**src/rtl/alu_nibble_seq_pkg.sv**
```systemverilog
// Shared definitions for the nibble-serial add/subtract sequencer:
// op encodings, sequencer states and the nibble size.
package alu_nibble_seq_pkg;

    localparam int NIBBLE = 4;

    localparam logic OP_ADD = 1'b0;
    localparam logic OP_SUB = 1'b1;

    typedef enum logic [1:0] {
        IDLE,
        RUN,
        DONE
    } seq_state_e;

    // Index counter width for a WIDTH-bit operand, never narrower than one bit.
    function automatic int idx_width(input int width);
        return (width / NIBBLE > 1) ? $clog2(width / NIBBLE) : 1;
    endfunction

endpackage

```
**src/rtl/alu_nibble_seq_adder_4bit.sv**
```systemverilog
// The existing 4-bit adder datapath that the sequencer time-shares
// across every nibble of an operation.
module adder_4bit (
    input  logic [3:0] a,
    input  logic [3:0] b,
    input  logic       cin,
    output logic [3:0] sum,
    output logic       cout
);

    assign {cout, sum} = {1'b0, a} + {1'b0, b} + {4'b0000, cin};

endmodule

```
**src/rtl/alu_nibble_seq.sv**
```systemverilog
// Multi-nibble add/subtract sequencer: one nibble per clock, LSB first,
// through a single shared 4-bit adder with a registered carry chain.
module alu_nibble_seq
    import alu_nibble_seq_pkg::*;
#(
    parameter int WIDTH = 16
) (
    input  logic             clk,
    input  logic             rst_n,
    input  logic             in_valid,
    output logic             in_ready,
    input  logic             op,
    input  logic [WIDTH-1:0] a,
    input  logic [WIDTH-1:0] b,
    output logic             out_valid,
    input  logic             out_ready,
    output logic [WIDTH-1:0] result,
    output logic             carry_out,
    output logic             overflow,
    output logic             zero
);

    localparam int NUM_NIB = WIDTH / NIBBLE;
    localparam int IDX_W   = idx_width(WIDTH);
    localparam logic [IDX_W-1:0] LAST_IDX = IDX_W'(NUM_NIB - 1);

    seq_state_e state_q, state_d;
    logic [IDX_W-1:0] idx_q, idx_d;
    logic             carry_q, carry_d;
    logic             op_q, op_d;
    logic [WIDTH-1:0] a_q, a_d;
    logic [WIDTH-1:0] b_q, b_d;
    logic [WIDTH-1:0] result_q, result_d;
    logic             carry_out_q, carry_out_d;
    logic             overflow_q, overflow_d;
    logic             zero_q, zero_d;
    logic             in_ready_q, in_ready_d;
    logic             out_valid_q, out_valid_d;

    logic [NIBBLE-1:0] nib_a;
    logic [NIBBLE-1:0] nib_b;
    logic [NIBBLE-1:0] nib_sum;
    logic              nib_cout;

    // Subtract reuses the adder: invert B here, the +1 comes from the carry seed.
    assign nib_a = a_q[NIBBLE*idx_q +: NIBBLE];
    assign nib_b = b_q[NIBBLE*idx_q +: NIBBLE] ^ {NIBBLE{op_q}};

    adder_4bit u_adder (
        .a   (nib_a),
        .b   (nib_b),
        .cin (carry_q),
        .sum (nib_sum),
        .cout(nib_cout)
    );

    always_comb begin
        state_d     = state_q;
        idx_d       = idx_q;
        carry_d     = carry_q;
        op_d        = op_q;
        a_d         = a_q;
        b_d         = b_q;
        result_d    = result_q;
        carry_out_d = carry_out_q;
        overflow_d  = overflow_q;
        zero_d      = zero_q;
        in_ready_d  = in_ready_q;
        out_valid_d = out_valid_q;

        case (state_q)
            IDLE: begin
                if (in_valid && in_ready_q) begin
                    a_d        = a;
                    b_d        = b;
                    op_d       = op;
                    idx_d      = '0;
                    carry_d    = op;
                    in_ready_d = 1'b0;
                    state_d    = RUN;
                end
            end
            RUN: begin
                result_d[NIBBLE*idx_q +: NIBBLE] = nib_sum;
                carry_d = nib_cout;
                idx_d   = idx_q + 1'b1;
                if (idx_q == LAST_IDX) begin
                    // Flags are latched here so they stay frozen for the whole DONE phase.
                    idx_d       = '0;
                    carry_out_d = nib_cout;
                    if (op_q == OP_ADD)
                        overflow_d = (a_q[WIDTH-1] == b_q[WIDTH-1]) &&
                                     (nib_sum[NIBBLE-1] != a_q[WIDTH-1]);
                    else
                        overflow_d = (a_q[WIDTH-1] != b_q[WIDTH-1]) &&
                                     (nib_sum[NIBBLE-1] != a_q[WIDTH-1]);
                    zero_d      = (result_d == '0);
                    out_valid_d = 1'b1;
                    state_d     = DONE;
                end
            end
            DONE: begin
                if (out_ready) begin
                    out_valid_d = 1'b0;
                    in_ready_d  = 1'b1;
                    state_d     = IDLE;
                end
            end
            default: begin
                state_d     = IDLE;
                out_valid_d = 1'b0;
                in_ready_d  = 1'b1;
            end
        endcase
    end

    always_ff @(posedge clk or negedge rst_n) begin
        if (!rst_n) begin
            state_q     <= IDLE;
            idx_q       <= '0;
            carry_q     <= 1'b0;
            op_q        <= OP_ADD;
            a_q         <= '0;
            b_q         <= '0;
            result_q    <= '0;
            carry_out_q <= 1'b0;
            overflow_q  <= 1'b0;
            zero_q      <= 1'b0;
            in_ready_q  <= 1'b1;
            out_valid_q <= 1'b0;
        end else begin
            state_q     <= state_d;
            idx_q       <= idx_d;
            carry_q     <= carry_d;
            op_q        <= op_d;
            a_q         <= a_d;
            b_q         <= b_d;
            result_q    <= result_d;
            carry_out_q <= carry_out_d;
            overflow_q  <= overflow_d;
            zero_q      <= zero_d;
            in_ready_q  <= in_ready_d;
            out_valid_q <= out_valid_d;
        end
    end

    assign in_ready  = in_ready_q;
    assign out_valid = out_valid_q;
    assign result    = result_q;
    assign carry_out = carry_out_q;
    assign overflow  = overflow_q;
    assign zero      = zero_q;

endmodule

```
**config.mk**
```make
export PLATFORM = sky130hd
export DESIGN_NAME = alu_nibble_seq
export DESIGN_NICKNAME = d
export VERILOG_FILES = /design/src/rtl/alu_nibble_seq_pkg.sv /design/src/rtl/alu_nibble_seq_adder_4bit.sv /design/src/rtl/alu_nibble_seq.sv
export SDC_FILE = /design/constraint.sdc
export NUM_CORES = 1
export LEC_CHECK = 0
export CORE_MARGIN = 1
export CORE_UTILIZATION = 53
export CTS_BUF_LIST = sky130_fd_sc_hd__clkbuf_8
export DETAILED_ROUTE_END_ITERATION = 8
export GPL_TIMING_DRIVEN = 0
export PLACE_DENSITY = 0.93
export SLEW_MARGIN = 20
export SYNTH_ARGS = -nofsm -noshare
export SYNTH_HDL_FRONTEND = slang
export SYNTH_SLANG_ARGS = --single-unit
```
**constraint.sdc**
```tcl
create_clock -name clk -period 3.9 [get_ports clk]
set_input_delay 0.78 -clock clk [delete_from_list [all_inputs] [get_ports clk]]
set_output_delay 0.78 -clock clk [all_outputs]
set_load 0.005 [all_outputs]
```
==> key figures <==
Run status
  • Outcome: complete, no violations

Timing
  • Endpoints failing setup: 0
  • Final Critical Period: 3560 ps
  • Setup TNS: 0 ps
  • Upper clock frequency limit: 281 MHz
  • Tightest hold margin: around 500 ps
  • Final period utilization: 0.912
  • Slew margin rel.: 0.508
  • Final Max Tran Viols: 0
  • RSZ-0062 raised after global routing: false
  • Worst Skew: 7.47 ps
  • Final hold violation count: 0
  • Worst-Margin Slew: 738 ps

Global routing
  • Remaining Overflow, GRT: 0
  • Pin count of the biggest net entering global routing: 60
  • First-pass GRT wire length: 10400 um
  • Total track usage: 0.238
  • Vias in the first global route: 2196
  • Antenna violations before repair: 0

Clock tree
  • CTS Root Cell: clkbuf_8
  • CTS tree: yes
  • Post CTS Setup Buffer Count: 0
  • Clock Sinks: 59
  • CTS HTree Levels: 3
  • Num CTS Buffers: 9
  • Clk slew on worst S/H paths: around 60 ps
  • Hold_buf cts: 0
  • CTS resizes: 0
  • Max Root-Sink Buffers: 2
  • Clock latency on the worst-skew pair: 340 ps

Pwr
  • NetSw: between 1 and 1.5 mW
  • Comb pwr share: 0.553
  • Worst VDD drop: 0.000572 V
  • Clock group share of total power: 0.147
  • Switching Share: 0.420
  • Total internal power: 2.00 mW
  • LEAKAGE: roughly 1.6 nW
  • Power Density: slightly above 900 nW/um^2
  • Seq pwr share: 0.300

Setup path
  • WP data arrival: 3810 ps
  • CP cell instances: buf_2 > buf_4 > mux4_2 > xnor2_1 > fa_1 > fa_1 > xor2_1 > a2111o_1 > o211ai_1 > o31ai_2
  • Worst path most repeated cell: fa_1
  • Crit path capture type: flip-flop
  • Worst EP required: 4150 ps
  • Worst stage delay on the critical path: 530 ps
  • CP Max Fanout: 10
  • CP max stage cell: mux4_2
  • Setup Crit Path Kind: flip-flop to flip-flop
  • Startpoint types: flip-flop

Drt
  • Initial DRC Count: 104
  • Routed wire per std cell: 16.1 um
  • Pre-antenna DRT Iters: 6
  • Vias/cell: 5.67
  • Vias: 2162
  • WL final: around 6100 um
  • Residual DRC: 0
  • Antenna viol nets, final: 0

Min path
  • Worst min path class: input pin to asynchronous set/reset pin

Flow run
  • Number of max-cap violations: 0

Synthesis
  • Gate Count Post-Synth: 238
  • Synthesized cell area: 2930 um^2
  • Seq/Total Area, Yosys: 0.504
  • Number of synthesized flops with an enable pin: 0
  • Post-synth top area share: 0.495
  • Syn Nets: 286
  • Synth top area cells: dfrtp_1, mux2_2, mux4_2, mux2_1, ha_1
  • Most frequent cells after synthesis: dfrtp_1, nand2_1, mux2_2
  • FFs w/ async S/R, synth: 1.00
  • Synthesized area per cell: 12.3 um^2
  • Yosys reg bits: 59
  • Predominant post-synthesis flop cell: dfrtp_1
  • Leading area contributor after synthesis: dfrtp_1
  • Most numerous cell in the Yosys netlist: dfrtp_1
  • Synth unique cells: 46
  • Yosys warns: 0

Die
  • Initial Util: 0.563
  • Die Wd: between 70 and 80 um
  • Ports: 58
  • Row Count: 26
  • Total die area: between 5000 and 6000 um^2
  • Chip Height: between 70 and 80 um
  • Core area: between 5000 and 6000 um^2

Placement
  • Post-DP HPWL: around 4500 um
  • Placer congestion estimate: 0.852
  • IO Port Bufs: 57

Final layout
  • Register Area: 1480 um^2
  • Layout cells sized above 1: 0.190
  • Area of the multi-input gates: 1360 um^2
  • ANT cells: 0
  • Fin util: 0.724
  • Layout fillers: around 360
  • NumNets Final: 354
  • Area Growth Syn to Fin: 28.6%
## power by group through the flow
stage	sequential (mW)	clock, mW	combinational [mW]
after global routing	1.07	0.550	2.06
final	1.04	0.509	1.91
after global placement	1.02	0	1.81
after CTS	1.03	0.513	1.90
after detailed placement	1.04	0	1.88
after floorplan	0.997	0	1.32
## area by class of cell
type / count / area share
clock buffer: 12 / 0.0438
timing repair buffer: 57 / 0.151
multi-input combinational: 160 / 0.361
clock inverter: 4 / 0.00465
tap: 70 / 0.0232
buffer: 10 / 0.0153
sequential: 59 / 0.392
inverter: 9 / 0.00896
## cell families after synthesis
kind of cell               share of synthesized area
DFF                                            0.504
and+or+nand+nor                               0.0850
xor gates and xnor gates                      0.0239
adders and majority gates                     0.0521
muxes                                          0.195
AOI/OAI and AO/OA                              0.108
buffers and inverters                         0.0312
## critical path, delay by kind of cell (launching register included)
kind | cells | cell delay, ps
adder cells (fa/ha/maj) | 2 | 890
multiplexers | 1 | 530
AO/OA/AOI/OAI | 3 | 500
XOR/XNOR | 2 | 600
buffers and inverters | 2 | 550
flip-flops | 1 | 390
## registers in the layout, summed over array words and instances (netlist names)
register and cells:
b_q 16, result 16, a_q 16, zero 1, idx_q 2, op_q 1, overflow 1, out_valid 1
carry_q 1, in_ready 1, carry_out 1, state_q 2
## metrics by stage
| step | area [um^2] | worst slack [ps] | total power [mW] | std cells |
|---|---|---|---|---|
| finish | 3770 | 341 | 3.45 | 381 |
| global route | 3770 | 154 | 3.67 | 381 |
| CTS | 3770 | 294 | 3.45 | 381 |
| detailed placement | 3590 | 332 | 2.92 | 365 |
| global placement | 3590 | 310 | 2.83 | 365 |
| floorplan | 2930 | 682 | 2.32 | 238 |
## path summary, 6_finish.rpt
check | startpoint | to | slack [ps] | cells past startpoint
max | idx_q[0] | zero | 340 | 10
min reg2reg | a_q[6] | a_q[6] | 490 | 1
max reg2reg | idx_q[0] | zero | 340 | 10
max in group asynchronous | rst_n | a_q[12] | 2910 | 1
min | rst_n | result[2] | 490 | 1
min in group clk | a_q[6] | a_q[6] | 490 | 1
## layer usage
| layer | share of wire | vias up | global-route usage |
|---|---|---|---|
| met3 | 0.043 | 22 | 0.0455 |
| met1 | 0.41 | 1056 | 0.287 |
| li1 | - | 998 | - |
| met2 | 0.52 | 86 | 0.391 |
| met4 | 0.033 | 0 | 0.152 |
| met5 | 0 | - | 0 |
## layout by cell type (no fill, tap or decap), types with 3 or more instances in the layout
cell type,synthesis,routed
a21oi_1,7,7
buf_2,4,4
buf_4,4,5
clkbuf_8,0,12
clkdlybuf4s50_1,0,56
dfrtp_1,58,58
ha_1,9,9
inv_1,9,11
mux2_1,12,12
mux2_2,21,21
mux4_2,8,8
nand2_1,29,29
nor2_1,7,7
o21ai_0,15,15
o31ai_1,7,7
xnor2_1,3,3
xor2_1,5,5
(Power assumes the default switching activity.)
